`src/rtl/ladder_scalar_ctrl_pkg.sv`:
```
// ladder_scalar_ctrl_pkg
//   Shared definitions for the X25519 ladder scalar scheduler:
//   - X25519 scalar width and first ladder bit index
//   - bit-index width used on the bit_idx output
//   - clamp constant (number of low scalar bits forced to zero)
//   - FSM state encoding (3-bit), also exported on the debug state output
package ladder_scalar_ctrl_pkg;

  localparam int X25519_WID      = 256;
  localparam int X25519_TOP      = 254;
  localparam int IDX_W           = 8;
  localparam int CLAMP_LOW_BITS  = 3;

  typedef enum logic [2:0] {
    ST_IDLE  = 3'd0,
    ST_SWAP  = 3'd1,
    ST_WAIT  = 3'd2,
    ST_FINAL = 3'd3,
    ST_FWAIT = 3'd4,
    ST_DONE  = 3'd5
  } state_t;

endpackage

```
`src/rtl/ladder_scalar_ctrl_if.sv`:
```
// ladder_scalar_ctrl_if
//   Bundles the scheduler's control-side signals.
//   master: the requester / ladder datapath side (drives start, scalar, step_done)
//   slave : the scheduler itself
//
//   Handshake: start is a level sampled only while the scheduler is idle; the
//   cycle it is seen in IDLE is the accepted cycle and scalar is captured then.
//   sw_en is a one-cycle strobe carrying swap (and final_sw on the last one);
//   the consumer answers each strobe with step_done, which is only honoured in
//   the wait state that follows the strobe and is never queued.
//
//   Signals:
//     start      request a scalar multiplication
//     scalar     scalar k
//     step_done  ladder step / final swap consumed
//     swap       swap decision, held until the next decision
//     sw_en      one-cycle enable to cswap
//     final_sw   marks the final conditional swap
//     bit_idx    current ladder bit index
//     busy       scheduler not idle
//     done       one-cycle completion pulse
//     dbg_state  current FSM state
interface ladder_scalar_ctrl_if
  import ladder_scalar_ctrl_pkg::*;
#(
  parameter int WID = X25519_WID
);
  logic             start;
  logic [WID-1:0]   scalar;
  logic             step_done;
  logic             swap;
  logic             sw_en;
  logic             final_sw;
  logic [IDX_W-1:0] bit_idx;
  logic             busy;
  logic             done;
  state_t           dbg_state;

  modport master (
    output start, scalar, step_done,
    input  swap, sw_en, final_sw, bit_idx, busy, done, dbg_state
  );

  modport slave (
    input  start, scalar, step_done,
    output swap, sw_en, final_sw, bit_idx, busy, done, dbg_state
  );
endinterface

```
`src/rtl/ladder_scalar_ctrl_scalar_clamp.sv`:
```
// scalar_clamp
//   Combinational X25519 scalar clamp applied at the scheduler's load mux.
//   CLAMP=1: clear bits [2:0] and bit WID-1, set bit TOP.
//   CLAMP=0: pass the scalar through unchanged.
//   Ports:
//     k_in   scalar as presented
//     k_out  scalar to latch
module scalar_clamp
  import ladder_scalar_ctrl_pkg::*;
#(
  parameter int WID   = X25519_WID,
  parameter int TOP   = X25519_TOP,
  parameter int CLAMP = 1
) (
  input  logic [WID-1:0] k_in,
  output logic [WID-1:0] k_out
);
  localparam logic [WID-1:0] ONE      = {{(WID-1){1'b0}}, 1'b1};
  localparam logic [WID-1:0] CLR_MASK = (ONE << (WID - 1)) | ((ONE << CLAMP_LOW_BITS) - ONE);
  localparam logic [WID-1:0] SET_MASK = ONE << TOP;

  generate
    if (CLAMP != 0) begin : g_clamp
      assign k_out = (k_in & ~CLR_MASK) | SET_MASK;
    end else begin : g_pass
      assign k_out = k_in;
    end
  endgenerate
endmodule

```
`src/rtl/ladder_scalar_ctrl.sv`:
```
// ladder_scalar_ctrl
//   Scalar-bit scheduler for the X25519 Montgomery ladder, feeding cswap.
//   Latches the (optionally clamped) scalar, walks bits TOP..0 and issues one
//   swap decision k[t] ^ k[t+1] per step with a one-cycle sw_en, waiting for
//   step_done after each. Finishes with the final conditional swap (swap =
//   k[0]) and a one-cycle done pulse.
//   Ports:
//     clk  clock, rising edge
//     rst  asynchronous reset, active low
//     bus  ladder_scalar_ctrl_if.slave (see interface header)
//   All outputs are registered and decoded from the next state.
module ladder_scalar_ctrl
  import ladder_scalar_ctrl_pkg::*;
#(
  parameter int WID   = X25519_WID,
  parameter int TOP   = X25519_TOP,
  parameter int CLAMP = 1
) (
  input  logic                 clk,
  input  logic                 rst,
  ladder_scalar_ctrl_if.slave  bus
);
  localparam logic [IDX_W-1:0] TOP_IDX = IDX_W'(TOP);

  state_t           state_q, state_n;
  logic [WID-1:0]   k_q, k_n, k_clamped;
  logic [IDX_W-1:0] t_q, t_n;
  logic             prev_q, prev_n;
  logic             swap_q, swap_n;
  logic             sw_en_q, final_sw_q, busy_q, done_q;

  scalar_clamp #(
    .WID   (WID),
    .TOP   (TOP),
    .CLAMP (CLAMP)
  ) u_clamp (
    .k_in  (bus.scalar),
    .k_out (k_clamped)
  );

  always_ff @(posedge clk or negedge rst) begin
    if (!rst) begin
      state_q <= ST_IDLE;
      k_q     <= '0;
      t_q     <= TOP_IDX;
      prev_q  <= 1'b0;
    end else begin
      state_q <= state_n;
      k_q     <= k_n;
      t_q     <= t_n;
      prev_q  <= prev_n;
    end
  end

  // The swap value and swap_prev are computed on the transition into SWAP so
  // swap is already valid in the cycle sw_en is high. Entering from IDLE the
  // previous bit is 0, so the first decision is simply k[TOP].
  always_comb begin
    state_n = state_q;
    k_n     = k_q;
    t_n     = t_q;
    prev_n  = prev_q;
    swap_n  = swap_q;
    case (state_q)
      ST_IDLE: begin
        if (bus.start) begin
          k_n     = k_clamped;
          t_n     = TOP_IDX;
          swap_n  = k_clamped[TOP];
          prev_n  = k_clamped[TOP];
          state_n = ST_SWAP;
        end
      end
      ST_SWAP: state_n = ST_WAIT;
      ST_WAIT: begin
        if (bus.step_done) begin
          // t==0 is tested before any decrement, so t never wraps.
          if (t_q == '0) begin
            swap_n  = prev_q;
            state_n = ST_FINAL;
          end else begin
            t_n     = t_q - 1'b1;
            swap_n  = k_q[t_n] ^ prev_q;
            prev_n  = k_q[t_n];
            state_n = ST_SWAP;
          end
        end
      end
      ST_FINAL: state_n = ST_FWAIT;
      ST_FWAIT: begin
        if (bus.step_done) state_n = ST_DONE;
      end
      ST_DONE: state_n = ST_IDLE;
      default: state_n = ST_IDLE;
    endcase
  end

  always_ff @(posedge clk or negedge rst) begin
    if (!rst) begin
      swap_q     <= 1'b0;
      sw_en_q    <= 1'b0;
      final_sw_q <= 1'b0;
      busy_q     <= 1'b0;
      done_q     <= 1'b0;
    end else begin
      swap_q     <= swap_n;
      sw_en_q    <= (state_n == ST_SWAP) || (state_n == ST_FINAL);
      final_sw_q <= (state_n == ST_FINAL);
      busy_q     <= (state_n != ST_IDLE);
      done_q     <= (state_n == ST_DONE);
    end
  end

  assign bus.swap      = swap_q;
  assign bus.sw_en     = sw_en_q;
  assign bus.final_sw  = final_sw_q;
  assign bus.bit_idx   = t_q;
  assign bus.busy      = busy_q;
  assign bus.done      = done_q;
  assign bus.dbg_state = state_q;
endmodule

```
`src/flat_wrapper.sv`:
```
// flat-port wrapper written by rule: the top's interface ports become plain ports
module ladder_scalar_ctrl_flat import ladder_scalar_ctrl_pkg::*;
#(
  parameter int WID   = X25519_WID,
  parameter int TOP   = X25519_TOP,
  parameter int CLAMP = 1
)
  (clk, rst, bus_start, bus_scalar, bus_step_done, bus_swap, bus_sw_en, bus_final_sw, bus_bit_idx, bus_busy, bus_done, bus_dbg_state);
  ladder_scalar_ctrl_if #(.WID(WID)) bus_i ();
  input  logic clk;
  input  logic rst;
  input wire logic [$bits(bus_i.start)-1:0] bus_start;
  input wire logic [$bits(bus_i.scalar)-1:0] bus_scalar;
  input wire logic [$bits(bus_i.step_done)-1:0] bus_step_done;
  output wire logic [$bits(bus_i.swap)-1:0] bus_swap;
  output wire logic [$bits(bus_i.sw_en)-1:0] bus_sw_en;
  output wire logic [$bits(bus_i.final_sw)-1:0] bus_final_sw;
  output wire logic [$bits(bus_i.bit_idx)-1:0] bus_bit_idx;
  output wire logic [$bits(bus_i.busy)-1:0] bus_busy;
  output wire logic [$bits(bus_i.done)-1:0] bus_done;
  output wire logic [$bits(bus_i.dbg_state)-1:0] bus_dbg_state;
  assign bus_i.start = bus_start;
  assign bus_i.scalar = bus_scalar;
  assign bus_i.step_done = bus_step_done;
  assign bus_swap = bus_i.swap;
  assign bus_sw_en = bus_i.sw_en;
  assign bus_final_sw = bus_i.final_sw;
  assign bus_bit_idx = bus_i.bit_idx;
  assign bus_busy = bus_i.busy;
  assign bus_done = bus_i.done;
  assign bus_dbg_state = bus_i.dbg_state;
  ladder_scalar_ctrl #(.WID(WID), .TOP(TOP), .CLAMP(CLAMP)) u_core (.clk(clk), .rst(rst), .bus(bus_i));
endmodule
```
`config.mk`:
```
export PLATFORM = sky130hd
export DESIGN_NAME = ladder_scalar_ctrl_flat
export DESIGN_NICKNAME = d
export VERILOG_FILES = /design/src/rtl/ladder_scalar_ctrl_pkg.sv /design/src/rtl/ladder_scalar_ctrl_if.sv /design/src/rtl/ladder_scalar_ctrl_scalar_clamp.sv /design/src/rtl/ladder_scalar_ctrl.sv /design/src/flat_wrapper.sv
export SDC_FILE = /design/constraint.sdc
export NUM_CORES = 1
export LEC_CHECK = 0
export BUFFER_PORTS_ARGS = -buffer_cell sky130_fd_sc_hd__buf_2
export CAP_MARGIN = 15
export CORE_MARGIN = 2
export CORE_UTILIZATION = 59
export DETAILED_ROUTE_END_ITERATION = 8
export GPL_TIMING_DRIVEN = 0
export PLACE_DENSITY_LB_ADDON = 0.25
export SYNTH_ARGS = -nofsm -noshare
export SYNTH_HDL_FRONTEND = slang
export SYNTH_SLANG_ARGS = --single-unit
```
`constraint.sdc`:
```
create_clock -name clk -period 6.5 [get_ports clk]
set_clock_uncertainty 0.1 [all_clocks]
set_input_delay 1.95 -clock clk [delete_from_list [all_inputs] [get_ports clk]]
set_output_delay 1.95 -clock clk [all_outputs]
set_load 0.02 [all_outputs]
```
==> results.yml <==
layout:
  final_cells: 1425
  post-route-util: 0.727
  n_fill_cell: 1432
  final_area_sq_um: 15100
  layout-drive-gt1-share: 0.585
  area_growth_pct: 22.0
  nets: 1383
synth:
  synth_top_family_by_area: "multiplexers"
  synthMuxAreaShare: 0.352
  netlist_top_cells_area: "dfrtp_1 (53%), mux2_2 (23%), mux4_2 (11%)"
  synth_fa_ha_area_frac: 0.00101
  syn_nets: 1080
  synth-main-ff-cell: "dfrtp_1"
  synth_area_sq_um: 12400
  seq_area_frac_synth: 0.543
  post_synth.cell_area_avg_sq_um: 15.2
  ys_types: 57
  yosys_warnings: 0
  synthArstFlopShare: 1.00
  syn_inst: 819
  synthXorXnorAreaFrac: 0.00716
  synth_compound_area_frac: 0.0283
  synth_edf_count: 0
  synth-simple-area-share: 0.0414
  yosys.area.top_type: "dfrtp_1"
  synth_top_area_share: 0.528
  synth_seq_cells: 269
power_and_ir_drop:
  switching_share: 0.328
  p_clk_frac: 0.203
  power.internal_mw: 5.40
  p_switching_mw: 2.64
  power.total_mw: 8.04
  combinationalPowerShare: 0.431
  leakagePower_nw: 6.68
  p_per_area_nw_per_um2: 531
  vdd_ir_drop_max_uv: 300
  seqPwrFrac: 0.367
timing:
  setup_viol: 0
  slew-limit-headroom: 0.210
  whs_ns: 0.387
  min_period_ns: 5.00
  clock.fmax_mhz: 200
  drv_slew: 0
  min_period_over_period: 0.768
  rsz0062_at_grt: "no"
  finalHoldViolations: 0
  tns_ns: 0
  tightest_slew_ns: 1.18
  timing.final.ws_setup_ns: 1.50
worst_setup_path:
  cp.required_ns: 6.82
  critPathArrivalTime_ns: 5.32
  critical-path-slowest-cell: "a2111oi_0"
  endpoint_kind: "flip-flop"
  worstPathMaxFanout: 10
  worstSetupPathType: "reg2reg"
  path_buf_inv: 7
  path_common_cell: "buf_6"
  crit_path_cell_trace: "buf_6 > buf_6 > buf_6 > inv_2 > buf_6 > ha_1 > buf_1 > buf_2 > nand3_1 > o21ai_1 > a21oi_1 > a2111oi_0 > o21ai_1 > a311oi_2 > nand4_1 > nor3b_2"
  crit_family: "buffers and inverters"
  critPathLaunchType: "flip-flop"
  critPathMaxStageDelay_ns: 0.73
clock_tree:
  cts_hold_buf: 0
  cts_setup_buffers: 0
  ctsResizeCount: 0
  cts_root_buffer: "clkbuf_16"
  cts_buffer_depth: 3
  cts_made_buffers: 29
  clock-sinks: 269
  cts.clk_slew.worst_paths_ns: 0.06
  worstSkewPairLatency_ns: 0.53
  cts_tree: "yes"
  h-tree-depth: 1
grt:
  overflow: 0
  grt_usage: 0.285
  grt_max_degree: 121
  grt_pass1_wl_microns: 48000
  antenna_found_initial: 10
  first_global_vias: 8608
route:
  vias_per_cell: 5.81
  ant_nets: 0
  firstDrtPassIters: 7
  route.vias.total: 8278
  routedWlPerCell_microns: 21.8
  wl_microns: 31000
  drtIter0Drc: 363
  drc: 0
placement:
  dp_slack_ns: 1.46
  post-place-cells: 1366
  placed_area_sq_um: 14200
  dp_hpwl_microns: 22500
  gp_congestion: 0.883
  io_buffers: 270
outcome:
  status: "completed"
floorplanning:
  die_y_microns: 149
  fp.dieW_microns: 149
  start_util: 0.596
  pin_count: 276
  num_rows: 53
  dieArea_sq_um: 22200
  coreArea_sq_um: 20800
min_path:
  hp-class: "reg2reg"
job:
  max-cap-violations: 0
## registers in the layout (all words and copies together) (netlist names)
signal	cells
u_core.prev_q	1
u_core.bus.final_sw	1
u_core.bus.done	1
u_core.bus.dbg_state	3
u_core.k_q	252
u_core.bus.sw_en	1
u_core.bus.busy	1
u_core.bus.swap	1
u_core.bus.bit_idx	8
## final cells by class
class                      count  area (sq um)  share of cell area
multi-input combinational    487          5340               0.352
buffer                        58           320              0.0212
inverter                       5          18.8             0.00124
clock buffer                  40           837              0.0553
tap                          275           344              0.0227
antenna                        9          22.5             0.00149
clock inverter                10           106             0.00702
sequential                   269          6740               0.445
timing repair buffer         272          1420              0.0935
## worst paths after layout
path,from,slack (ns),to,depth (start not counted)
setup / recovery,u_core.bus.bit_idx[0]$_DFFE_PN0P_,1.50,u_core.bus.swap$_DFFE_PN0P_,16
hold / removal,u_core.k_q[254]$_DFFE_PN0P_,0.39,u_core.k_q[254]$_DFFE_PN0P_,1
setup reg to reg,u_core.bus.bit_idx[0]$_DFFE_PN0P_,1.50,u_core.bus.swap$_DFFE_PN0P_,16
hold reg to reg,u_core.k_q[254]$_DFFE_PN0P_,0.39,u_core.k_q[254]$_DFFE_PN0P_,1
max in group asynchronous,rst,4.22,u_core.k_q[162]$_DFFE_PN0P_,2
min in group asynchronous,rst,1.18,u_core.k_q[34]$_DFFE_PN0P_,1
## logic make-up after synthesis
logic type	Yosys count
buf+inv	63
xor+xnor	8
compound gates	49
flops	269
mux	327
simple gates	102
fa+ha+maj	1
## Yosys cell counts (4+ instances only)
| cell type | number |
|---|---|
| nor2_1 | 9 |
| nand3_1 | 10 |
| dfrtp_1 | 262 |
| mux2_2 | 252 |
| nor3_1 | 5 |
| nand4_1 | 4 |
| dfstp_2 | 7 |
| mux2i_1 | 13 |
| a31oi_1 | 5 |
| buf_1 | 10 |
| buf_6 | 8 |
| xnor2_1 | 4 |
| o21ai_0 | 5 |
| a21oi_1 | 11 |
| nand2_1 | 49 |
| buf_4 | 5 |
| inv_1 | 4 |
| buf_2 | 6 |
| mux4_2 | 61 |
| clkbuf_1 | 28 |
| nand2b_1 | 6 |
## routing by layer
metal  wire [microns]  global-route usage  vias up
met4              905              0.0924        2
li1                 -                   -     3661
met1            12900               0.387     4285
met2            15400               0.467      266
met5               13                   0        -
met3             1870              0.0569       64
## placed cells by master (no fill, tap or decap), types with 3 or more instances in the layout
| cell type | Yosys | layout |
|---|---|---|
| clkbuf_1 | 28 | 32 |
| dfstp_2 | 7 | 7 |
| buf_4 | 5 | 5 |
| mux2_2 | 252 | 252 |
| nor3_1 | 5 | 5 |
| nand4_1 | 4 | 4 |
| xor2_1 | 3 | 3 |
| o22a_1 | 3 | 3 |
| a21oi_1 | 11 | 11 |
| and2_1 | 3 | 3 |
| buf_2 | 6 | 275 |
| nand3_1 | 10 | 10 |
| nand2_1 | 49 | 49 |
| clkbuf_16 | 0 | 29 |
| o21ai_0 | 5 | 5 |
| inv_1 | 4 | 4 |
| mux4_2 | 61 | 61 |
| diode_2 | 0 | 9 |
| buf_6 | 8 | 8 |
| mux2i_1 | 13 | 13 |
| xnor2_1 | 4 | 4 |
| clkinv_2 | 0 | 7 |
| nor2_1 | 9 | 9 |
| a31oi_1 | 5 | 5 |
| clkbuf_8 | 0 | 7 |
| a32oi_1 | 3 | 3 |
| o21ai_1 | 3 | 3 |
| dfrtp_1 | 262 | 262 |
| a311oi_1 | 3 | 3 |
| buf_1 | 10 | 10 |
| nand2b_1 | 6 | 6 |
## power by group through the flow
stage / clock network, mW / registers, mW / logic [mW]
after detailed placement: 0 / 2.96 / 3.48
after global routing: 1.71 / 3.04 / 3.72
after floorplan: 0 / 2.84 / 2.61
after global placement: 0 / 2.91 / 3.38
final: 1.63 / 2.95 / 3.46
after CTS: 1.65 / 2.94 / 3.50
Note: power is estimated with default switching activity, not from simulation.
